==> config.mk <==
export PLATFORM = sky130hd
export DESIGN_NAME = urd_rx_fdec_ctrl_mc
export DESIGN_NICKNAME = d
export VERILOG_FILES = /design/src/rtl/urd_rx_fdec_ctrl_mc.sv
export SDC_FILE = /design/constraint.sdc
export NUM_CORES = 1
export LEC_CHECK = 0
export CAP_MARGIN = 20
export CORE_MARGIN = 5
export CORE_UTILIZATION = 35
export CTS_CLUSTER_SIZE = 28
export DETAILED_ROUTE_END_ITERATION = 6
export PLACE_DENSITY = 0.71
export SKIP_CTS_REPAIR_TIMING = 1
export SYNTH_ARGS = -nofsm -noshare
export SYNTH_HDL_FRONTEND = slang
export SYNTH_SLANG_ARGS = --single-unit
==> constraint.sdc <==
create_clock -name clk -period 3.81 [get_ports clk]
set_input_delay 1.143 -clock clk [delete_from_list [all_inputs] [get_ports clk]]
set_output_delay 1.143 -clock clk [all_outputs]
set_load 0.01 [all_outputs]
==> src/rtl/urd_rx_fdec_ctrl_mc.sv <==
// Multi-channel rx frame-decoder controller: round-robin channel grant,
// header/payload read sequencing, segment chaining and fd job writes.
// Optional per-frame watchdog enabled by defining URD_RX_FDEC_TIMEOUT_EN.
module urd_rx_fdec_ctrl_mc #(
    parameter int NUM_CH     = 4,
    parameter int CH_W       = 2,
    parameter int ERR_W      = 8,
    parameter int MAX_CONCAT = 8
`ifdef URD_RX_FDEC_TIMEOUT_EN
   ,parameter int TIMEOUT_CYC = 255
`endif
) (
    input  logic                clk,
    input  logic                rst_n,
    input  logic [NUM_CH-1:0]   job_avail,
    input  logic [NUM_CH-1:0]   job_e,
    input  logic [3*NUM_CH-1:0] job_err_type,
    input  logic [NUM_CH-1:0]   zero_payload,
    input  logic [NUM_CH-1:0]   rxf_lower_dav,
    input  logic [NUM_CH-1:0]   rxf_upper_dav,
    input  logic                pq_slot_avail,
    input  logic                pq_slot_avail_early,
    input  logic                rxl_concat,
    input  logic [ERR_W-1:0]    ev_inc_err,
    input  logic [ERR_W-1:0]    ev_oversize_ip,
    input  logic [ERR_W-1:0]    ev_eth_head_err,
    output logic [CH_W-1:0]     ch_id,
    output logic                update_job_info,
    output logic                trigger_pl64_read,
    output logic                trigger_hdr_read,
    output logic                rxl_load_lower_and_trigger,
    output logic                rxl_load_upper,
    output logic                rxf_stop,
    output logic                trigger_write_fd_job_queue,
    output logic                trigger_write_fd_job_queue_error_job,
    output logic [ERR_W-1:0]    err_id,
    output logic                concat_ovf
);

    localparam int CNT_W = (MAX_CONCAT > 2) ? $clog2(MAX_CONCAT) : 1;

    typedef enum logic [2:0] {
        S_IDLE,
        S_PL64,
        S_ERR_HDR,
        S_RXL_WAIT,
        S_CWAIT,
        S_CONCAT
    } state_t;

    state_t            state_q, state_d;
    logic [CH_W-1:0]   rr_q, rr_d;
    logic [CH_W-1:0]   ch_id_q, ch_id_d;
    logic [ERR_W-1:0]  err_q, err_d;
    logic [CNT_W-1:0]  cnt_q, cnt_d;
    logic              zp_q, zp_d;

    logic              gnt_vld;
    logic [CH_W-1:0]   gnt_idx;
    logic [CH_W-1:0]   arb_c;
    logic [2:0]        gnt_et;
    logic              cur_lo;
    logic              cur_up;

    assign ch_id  = ch_id_q;
    assign cur_lo = rxf_lower_dav[ch_id_q];
    assign cur_up = rxf_upper_dav[ch_id_q];
    assign gnt_et = job_err_type[3*gnt_idx +: 3];
    assign zp_d   = zero_payload[ch_id_d];

    // First requesting channel at or after the rr pointer wins.
    always_comb begin
        gnt_vld = 1'b0;
        gnt_idx = '0;
        arb_c   = '0;
        for (int i = 0; i < NUM_CH; i++) begin
            arb_c = CH_W'((int'(rr_q) + i) % NUM_CH);
            if (!gnt_vld && job_avail[arb_c]) begin
                gnt_vld = 1'b1;
                gnt_idx = arb_c;
            end
        end
    end

`ifdef URD_RX_FDEC_TIMEOUT_EN
    localparam int TO_W = $clog2(TIMEOUT_CYC + 1);

    logic [TO_W-1:0] to_q, to_d;
    logic            to_hit;

    assign to_hit = (to_q == TO_W'(TIMEOUT_CYC - 1)) && !(cur_lo || cur_up) &&
                    (state_q == S_PL64 || state_q == S_CONCAT ||
                     state_q == S_ERR_HDR);
`endif

    always_comb begin
        state_d = state_q;
        rr_d    = rr_q;
        ch_id_d = ch_id_q;
        err_d   = err_q;
        cnt_d   = cnt_q;
        err_id  = err_q;

        update_job_info                      = 1'b0;
        trigger_pl64_read                    = 1'b0;
        trigger_hdr_read                     = 1'b0;
        rxl_load_lower_and_trigger           = 1'b0;
        rxl_load_upper                       = 1'b0;
        rxf_stop                             = 1'b0;
        trigger_write_fd_job_queue           = 1'b0;
        trigger_write_fd_job_queue_error_job = 1'b0;
        concat_ovf                           = 1'b0;

        unique case (state_q)
            S_IDLE: begin
                if (pq_slot_avail && gnt_vld) begin
                    update_job_info   = 1'b1;
                    trigger_pl64_read = 1'b1;
                    ch_id_d           = gnt_idx;
                    rr_d = (gnt_idx == CH_W'(NUM_CH - 1)) ? '0 : gnt_idx + CH_W'(1);
                    if (job_e[gnt_idx]) begin
                        trigger_hdr_read = 1'b1;
                        state_d          = S_ERR_HDR;
                        // pre_urd > size > hdr; no type bit counts as hdr
                        if (gnt_et[0])      err_d = ev_inc_err;
                        else if (gnt_et[1]) err_d = ev_oversize_ip;
                        else                err_d = ev_eth_head_err;
                    end else begin
                        state_d = S_PL64;
                    end
                end
            end
            S_ERR_HDR: begin
                if (cur_lo) begin
                    trigger_write_fd_job_queue_error_job = 1'b1;
                    state_d = S_IDLE;
                end
            end
            S_PL64: begin
                if (zp_q) begin
                    rxl_load_lower_and_trigger = 1'b1;
                    rxl_load_upper             = 1'b1;
                    trigger_hdr_read           = 1'b1;
                    state_d                    = S_RXL_WAIT;
                end else begin
                    rxl_load_lower_and_trigger = cur_lo;
                    if (cur_up) begin
                        rxl_load_upper   = 1'b1;
                        trigger_hdr_read = 1'b1;
                        state_d          = S_RXL_WAIT;
                    end
                end
            end
            S_RXL_WAIT: begin
                if (!rxl_concat) begin
                    trigger_write_fd_job_queue = 1'b1;
                    cnt_d   = '0;
                    state_d = S_IDLE;
                end else if (cnt_q == CNT_W'(MAX_CONCAT - 1)) begin
                    concat_ovf = 1'b1;
                    rxf_stop   = 1'b1;
                    trigger_write_fd_job_queue_error_job = 1'b1;
                    err_d   = ev_oversize_ip;
                    err_id  = ev_oversize_ip;
                    cnt_d   = '0;
                    state_d = S_IDLE;
                end else begin
                    trigger_write_fd_job_queue = 1'b1;
                    cnt_d             = cnt_q + CNT_W'(1);
                    trigger_pl64_read = pq_slot_avail_early;
                    state_d = pq_slot_avail_early ? S_CONCAT : S_CWAIT;
                end
            end
            S_CWAIT: begin
                if (pq_slot_avail) begin
                    trigger_pl64_read = 1'b1;
                    state_d           = S_CONCAT;
                end
            end
            S_CONCAT: begin
                rxl_load_lower_and_trigger = cur_lo || zp_q;
                if (cur_up) begin
                    rxl_load_upper = 1'b1;
                    state_d        = S_RXL_WAIT;
                end
            end
            default: state_d = S_IDLE;
        endcase

`ifdef URD_RX_FDEC_TIMEOUT_EN
        if (to_hit && state_d == state_q) begin
            rxf_stop = 1'b1;
            trigger_write_fd_job_queue_error_job = 1'b1;
            err_d   = ev_inc_err;
            err_id  = ev_inc_err;
            state_d = S_IDLE;
        end
        to_d = (state_d != state_q || cur_lo || cur_up) ? '0 : to_q + TO_W'(1);
`endif
    end

    always_ff @(posedge clk) begin
        if (!rst_n) begin
            state_q <= S_IDLE;
            rr_q    <= '0;
            ch_id_q <= '0;
            err_q   <= '0;
            cnt_q   <= '0;
            zp_q    <= 1'b0;
`ifdef URD_RX_FDEC_TIMEOUT_EN
            to_q    <= '0;
`endif
        end else begin
            state_q <= state_d;
            rr_q    <= rr_d;
            ch_id_q <= ch_id_d;
            err_q   <= err_d;
            cnt_q   <= cnt_d;
            zp_q    <= zp_d;
`ifdef URD_RX_FDEC_TIMEOUT_EN
            to_q    <= to_d;
`endif
        end
    end

endmodule

==> results.yml, run 1 <==
run_status:
  status: "finished with violations"
  failed_checks: "setup timing"
global_route:
  grt_pass1_wl_mm: 9.411
  grt-ovfl-total: 0
  antenna_found_initial: 0
  grt_pass1_vias: 2046
  grt_max_degree: 20
  track_usage_pct: 17.85
finish:
  final_nets: 377
  final_util_pct: 58.09
  diodes: 0
  fin_area_um2: 2929
  area_growth_pct: 64.28
  drive_above_1_share_pct: 22.68
  fillers: 470
clocking:
  clk_latency_ns: 0.26
  cts_tree: "done"
  htree_levels: 1
  clock_path_buffers: 2
  cts_buffers: 3
  path_clk_slew_ns: 0.08
  root_buffer: "clkbuf_8"
  cts_sinks: 19
sta:
  finalClockSkew_ns: 0.002887
  fin_ws_ns: -0.04176
  maxSlewViolCount: 0
  fin_crit_ns: 3.852
  fmax_ghz: 0.2596
  setup_violations: 1
  hold_violations: 0
  finalCritPeriodShare_pct: 101.1
  relSlewSlack_pct: 51.59
  tightest_slew_ns: 0.7239
  rsz0062_at_grt: "true"
synth:
  synth_top_family_by_area: "compound AO/OA/AOI/OAI gates"
  synth_edf_count: 0
  synth-seq-cells: 19
  avgSynthCellArea_um2: 8.371
  syn_nets: 276
  yosys-mux-area-fraction_pct: 18.25
  synth-simple-area-share_pct: 22.32
  synth_fa_ha_area_share_pct: 1.404
  synth_flop_cell: "dfxtp_1"
  async_flop_share_pct: 0
  ys_types: 52
  synth_xor_area_share_pct: 0.4912
  synthesis.area_um2: 1783
  synth_seq_area_share_pct: 21.33
  postSynthCellCount: 213
  synth_compound_area_share_pct: 31.86
  synth_warnings: 0
critical_path:
  critPathKind: "in2out"
  crit_end: "err_id[0]"
  reg2reg_slack_ns: 1.42
  cp-start-kind: "input pin"
  reg2reg_depth: 9
  r2r-start: "rr_q[1]"
  cp-end-kind: "output pin"
  arrival_ns: 2.71
  rr_endpoint: "err_q[3]"
  worstPathRequired_ns: 2.67
  cp-startpoint: "rxl_concat"
  path_max_fanout: 6
power:
  leakage_uw: 0.001432
  ir_worst_vdd_mv: 0.1716
  power_density_nw_per_um2: 337.8
detailed_routing:
  drc_errors: 0
  drt-total-wl_mm: 6.055
  drt_pass1_iterations: 4
  routedWlPerCell_um: 15.81
  via_count: 2134
  drt_iter0_drc: 108
  vias_per_cell: 5.572
  ant_nets: 0
die:
  die_w_um: 81.38
  start_util_pct: 35.36
  num_io_pins: 80
  core_area_um2: 5042
  dieArea_um2: 6622
  die_h_um: 81.38
  rows: 26
placed_design:
  post-dp-hpwl_mm: 4.691
  place_area_um2: 2776
  io_buffers: 75
  place_congestion: 0.8315
hold_path:
  hp-class: "reg2reg"
run:
  drv_cap: 0
worst min-delay path by stage:
stage	cells past startpoint	from	slack, ns	to
6_report	1	err_q[7]	0.56	err_q[7]
5_1_grt	1	err_q[7]	0.58	err_q[7]
4_1_cts	1	err_q[5]	0.57	err_q[5]
2_1_floorplan	1	err_q[5]	0.51	err_q[5]
3_5_place_dp	1	err_q[5]	0.55	err_q[5]
3_3_place_gp	1	err_q[5]	0.54	err_q[5]
placed cells by master (no fill, tap or decap), types with 4 or more instances in the layout:
cell type and count:
a21oi_1 9, clkdlybuf4s50_1 55, nand2_1 17, buf_4 32
nand2b_1 6, inv_1 4, nor2_1 8, dfxtp_1 19
nand3_1 5, mux2i_1 11, a211oi_1 9, a31oi_1 8
dlymetal6s2s_1 19, o21ai_0 21, and2_1 7, o221a_1 8
mux2_2 8, a221oi_1 8, and3_1 8
state kept, by name, summed over array words and instances (netlist names):
signal / count
rr_q: 2
zp_q: 1
cnt_q: 3
err_q: 8
ch_id: 2
state_q: 3
cell usage after synthesis (2+ instances only):
cell,count,area share [%]
o21ai_0,22,6.2
dfxtp_1,19,21
nand2_1,17,3.6
mux2i_1,13,7.3
nor2_1,10,2.1
a211oi_1,9,3.8
a21oi_1,9,2.5
a221oi_1,8,3.9
a31oi_1,8,2.8
and3_1,8,2.8
mux2_2,8,5.1
o221a_1,8,5.1
and2_1,7,2.5
clkbuf_1,6,1.3
nand2b_1,6,2.1
nand3_1,5,1.4
inv_1,4,0.84
mux4_2,3,3.8
buf_2,2,0.56
buf_4,2,0.84
ha_1,2,1.4
nand4_1,2,0.70
nor2b_1,2,0.70
nor3_1,2,0.56
o211a_1,2,1.1
o21ai_1,2,0.56
or2_2,2,0.70
metrics by stage:
stage | cells | total power, µW | hold WS [ns] | setup WS, ns | TNS, ns
global route | 383 | 1052 | 0.5829 | -0.09943 | -0.1940
CTS | 379 | 994.6 | 0.5660 | -0.6717 | -3.286
detailed placement | 375 | 843.5 | 0.5456 | -0.6644 | -3.082
floorplan | 213 | 601.7 | 0.5092 | 0.1079 | 0
global placement | 375 | 830.5 | 0.5360 | -0.6218 | -3.135
finish | 383 | 989.5 | 0.5639 | -0.04176 | -0.04176
final cells by class:
type	count	area [µm²]	share of cell area, %
multi-input cells	178	1355	46.26
repair buffers	108	1045	35.67
flip-flops and latches	19	380.4	12.99
well taps	70	87.58	2.990
clock buffers	3	41.29	1.410
inverters	4	15.01	0.5126
clock inverters	1	5.005	0.1709
kinds of logic (layout without fill, tap and decap cells):
group / count (synthesis) / in the layout
buffers and inverters: 16 / 116
multiplexers: 26 / 26
flip-flops: 19 / 19
AND/OR/NAND/NOR: 69 / 69
adder cells (fa/ha/maj): 2 / 2
XOR/XNOR: 1 / 1
AO/OA/AOI/OAI: 80 / 80
report_power, final:
part | switching [µW] | internal, µW
clock network | 77.7 | 73.0
logic | 262 | 305
registers | 37.8 | 235
metal layers:
| layer | up-vias | GRT usage, % | share of wire (%) |
|---|---|---|---|
| met5 | - | 0 | 0 |
| met4 | 0 | 3.716 | 1.1 |
| met3 | 8 | 5.876 | 9.7 |
| met2 | 90 | 31.60 | 49 |
| met1 | 1001 | 20.81 | 40 |
| li1 | 1035 | - | - |
worst max-delay path, cell delays in order:
cell and delay [ns]:
clkdlybuf4s50_1 0.49, nand2_1 0.09, nor2_2 0.12, buf_6 0.14
buf_4 0.11, buf_4 0.10, mux2_2 0.33, dlymetal6s2s_1 0.18
No activity file was read; power rests on OpenSTA's default activity.
==> inputs of run 2 (changes only) <==
--- a/config.mk
+++ b/config.mk
@@ -6,7 +6,6 @@
 export NUM_CORES = 1
 export LEC_CHECK = 0
 export CAP_MARGIN = 20
-export CORE_MARGIN = 5
 export CORE_UTILIZATION = 35
 export CTS_CLUSTER_SIZE = 28
 export DETAILED_ROUTE_END_ITERATION = 6
==> run 2 against run 1 <==
The flow now finishes without violations. Clock-buffer cell count is the same. Register-to-register slack lost 0.10 ns. Flip-flop and latch count is the same. Clock power shrank 3%. Maximum frequency grew 2.5%. Sequential share of layout area grew 0.073 points. Final cell count shrank 0.52%. Combinational power grew 0.7%. Global-route usage grew 5.0 points. First-iteration DRC count grew 44%. Critical path depth grew 1. Critical path type unchanged.
==> results.yml, run 2 (synthesized netlist as in run 1, its figures left out) <==
sta:
  maxSlewViolCount: 0
  tightest_slew_ns: 0.6956
  finalClockSkew_ns: 0.01174
  fmax_ghz: 0.2662
  final.setup.tns_ns: 0
  hold_violations: 0
  finalCritPeriodShare_pct: 98.59
  fin_crit_ns: 3.756
  setup_violations: 0
  relSlewSlack_pct: 53.48
  rsz0062_at_grt: "true"
die:
  dieArea_um2: 5384
  die_w_um: 73.38
  die_h_um: 73.38
  rows: 25
  core_area_um2: 4817
  num_io_pins: 80
  start_util_pct: 37.01
detailed_routing:
  vias_per_cell: 5.520
  drt_iter0_drc: 155
  drt-total-wl_mm: 5.797
  drt_pass1_iterations: 4
  routedWlPerCell_um: 15.22
  via_count: 2103
  ant_nets: 0
  drc_errors: 0
power:
  leakage_uw: 0.001416
  switching_share_pct: 37.57
  ir_worst_vdd_mv: 0.1971
  comb_power_share_pct: 57.6
  power.net_switching_uw: 372.2
  p_seq_share_pct: 27.6
  power_density_nw_per_um2: 340.1
  p_clk_share_pct: 14.9
  internal_power_uw: 618.5
finish:
  layout_commonest_cell: "clkdlybuf4s50_1"
  top_regs: "err_q x8, cnt_q x3, state_q x3"
  largest_reg_flops: 8
  final_cell_mix: "clkdlybuf4s50_1, buf_4, o21ai_0, dfxtp_1, dlymetal6s2s_1"
  final_nets: 378
  drive_above_1_share_pct: 22.29
  top_register: "err_q"
  diodes: 0
  final_util_pct: 60.47
  area_growth_pct: 63.37
  fin_area_um2: 2913
critical_path:
  cp-end-kind: "output pin"
  cp-startpoint: "job_avail[2]"
  r2r-start: "rr_q[1]"
  path_max_fanout: 4
  critPathKind: "in2out"
  worstPathRequired_ns: 2.67
  arrival_ns: 2.61
  cp-start-kind: "input pin"
placed_design:
  place_area_um2: 2795
  io_buffers: 75
  place_congestion: 0.8312
  post-dp-hpwl_mm: 4.394
global_route:
  grt-ovfl-total: 0
  grt_max_degree: 20
  grt_pass1_vias: 2078
  track_usage_pct: 22.81
  grt_pass1_wl_mm: 9.604
  antenna_found_initial: 0
run:
  drv_cap: 0
clocking:
  cts_sinks: 19
  clk_latency_ns: 0.26
  root_buffer: "clkbuf_8"
  htree_levels: 1
  path_clk_slew_ns: 0.08
  clock_path_buffers: 2
  cts_buffers: 3
  cts_tree: "done"
run_status:
  status: "finished, final reports clean"
hold_path:
  hp-class: "reg2reg"
  hp-start: "err_q[3]"
run 2: cell count changes in the layout (fill, tap and decap cells not counted):
cell / previous run / this run
dlymetal6s2s_1: 19 / 18
o22ai_1: 0 / 1
mux2i_1: 11 / 12
o21ai_4: 1 / 0
o22ai_2: 1 / 0
clkdlybuf4s50_1: 55 / 56
mux2i_2: 2 / 1
o21ai_2: 1 / 2
buf_4: 32 / 33
run 2: area by class of cell:
type / count / area, µm²
inverter: 4 / 15.01
sequential: 19 / 380.4
timing repair buffer: 109 / 1050
multi-input combinational: 178 / 1338
clock buffer: 3 / 41.29
clock inverter: 1 / 5.005
tap: 67 / 83.83
fill: 453 / 1904
run 2: power groups by stage:
stage | clock, µW | sequential [µW] | combinational [µW]
after floorplan | 0 | 261 | 341
after global placement | 0 | 274 | 564
after detailed placement | 0 | 275 | 571
after CTS | 150 | 272 | 575
after global routing | 155 | 279 | 626
final | 147 | 273 | 570
run 2: worst max-delay path, cell delays in order:
cell and delay (ns):
dlymetal6s2s_1 0.17, nand2b_1 0.11, a21oi_1 0.07, buf_4 0.15, nor3_4 0.27, mux2i_1 0.29
o22ai_1 0.13, nand2b_1 0.15, clkbuf_2 0.13
run 2: through the flow:
step | std cells | worst slack [ns] | power, µW | hold slack (ns)
after floorplan | 213 | 0.1079 | 601.7 | 0.5092
after global placement | 375 | -0.6187 | 837.7 | 0.5292
after detailed placement | 375 | -0.6278 | 846.8 | 0.5437
after CTS | 379 | -0.6382 | 996.7 | 0.5656
after global routing | 381 | -0.1219 | 1060 | 0.5870
final | 381 | 0.05369 | 990.7 | 0.5626
run 2: final timing paths:
kind / endpoint / slack (ns) / cells past startpoint
max reg2reg: err_q[6] / 1.32 / 9
min reg2reg: err_q[3] / 0.56 / 1
min: err_q[3] / 0.56 / 1
max: trigger_hdr_read / 0.05 / 9
run 2: metal layers:
| layer | vias to the layer above | global-route usage (%) | part of all wire (%) |
|---|---|---|---|
| li1 | 1032 | - | - |
| met3 | 4 | 4.527 | 8.3 |
| met2 | 97 | 41.36 | 48 |
| met5 | - | 0 | 0 |
| met4 | 0 | 2.778 | 0.47 |
| met1 | 970 | 28.60 | 43 |
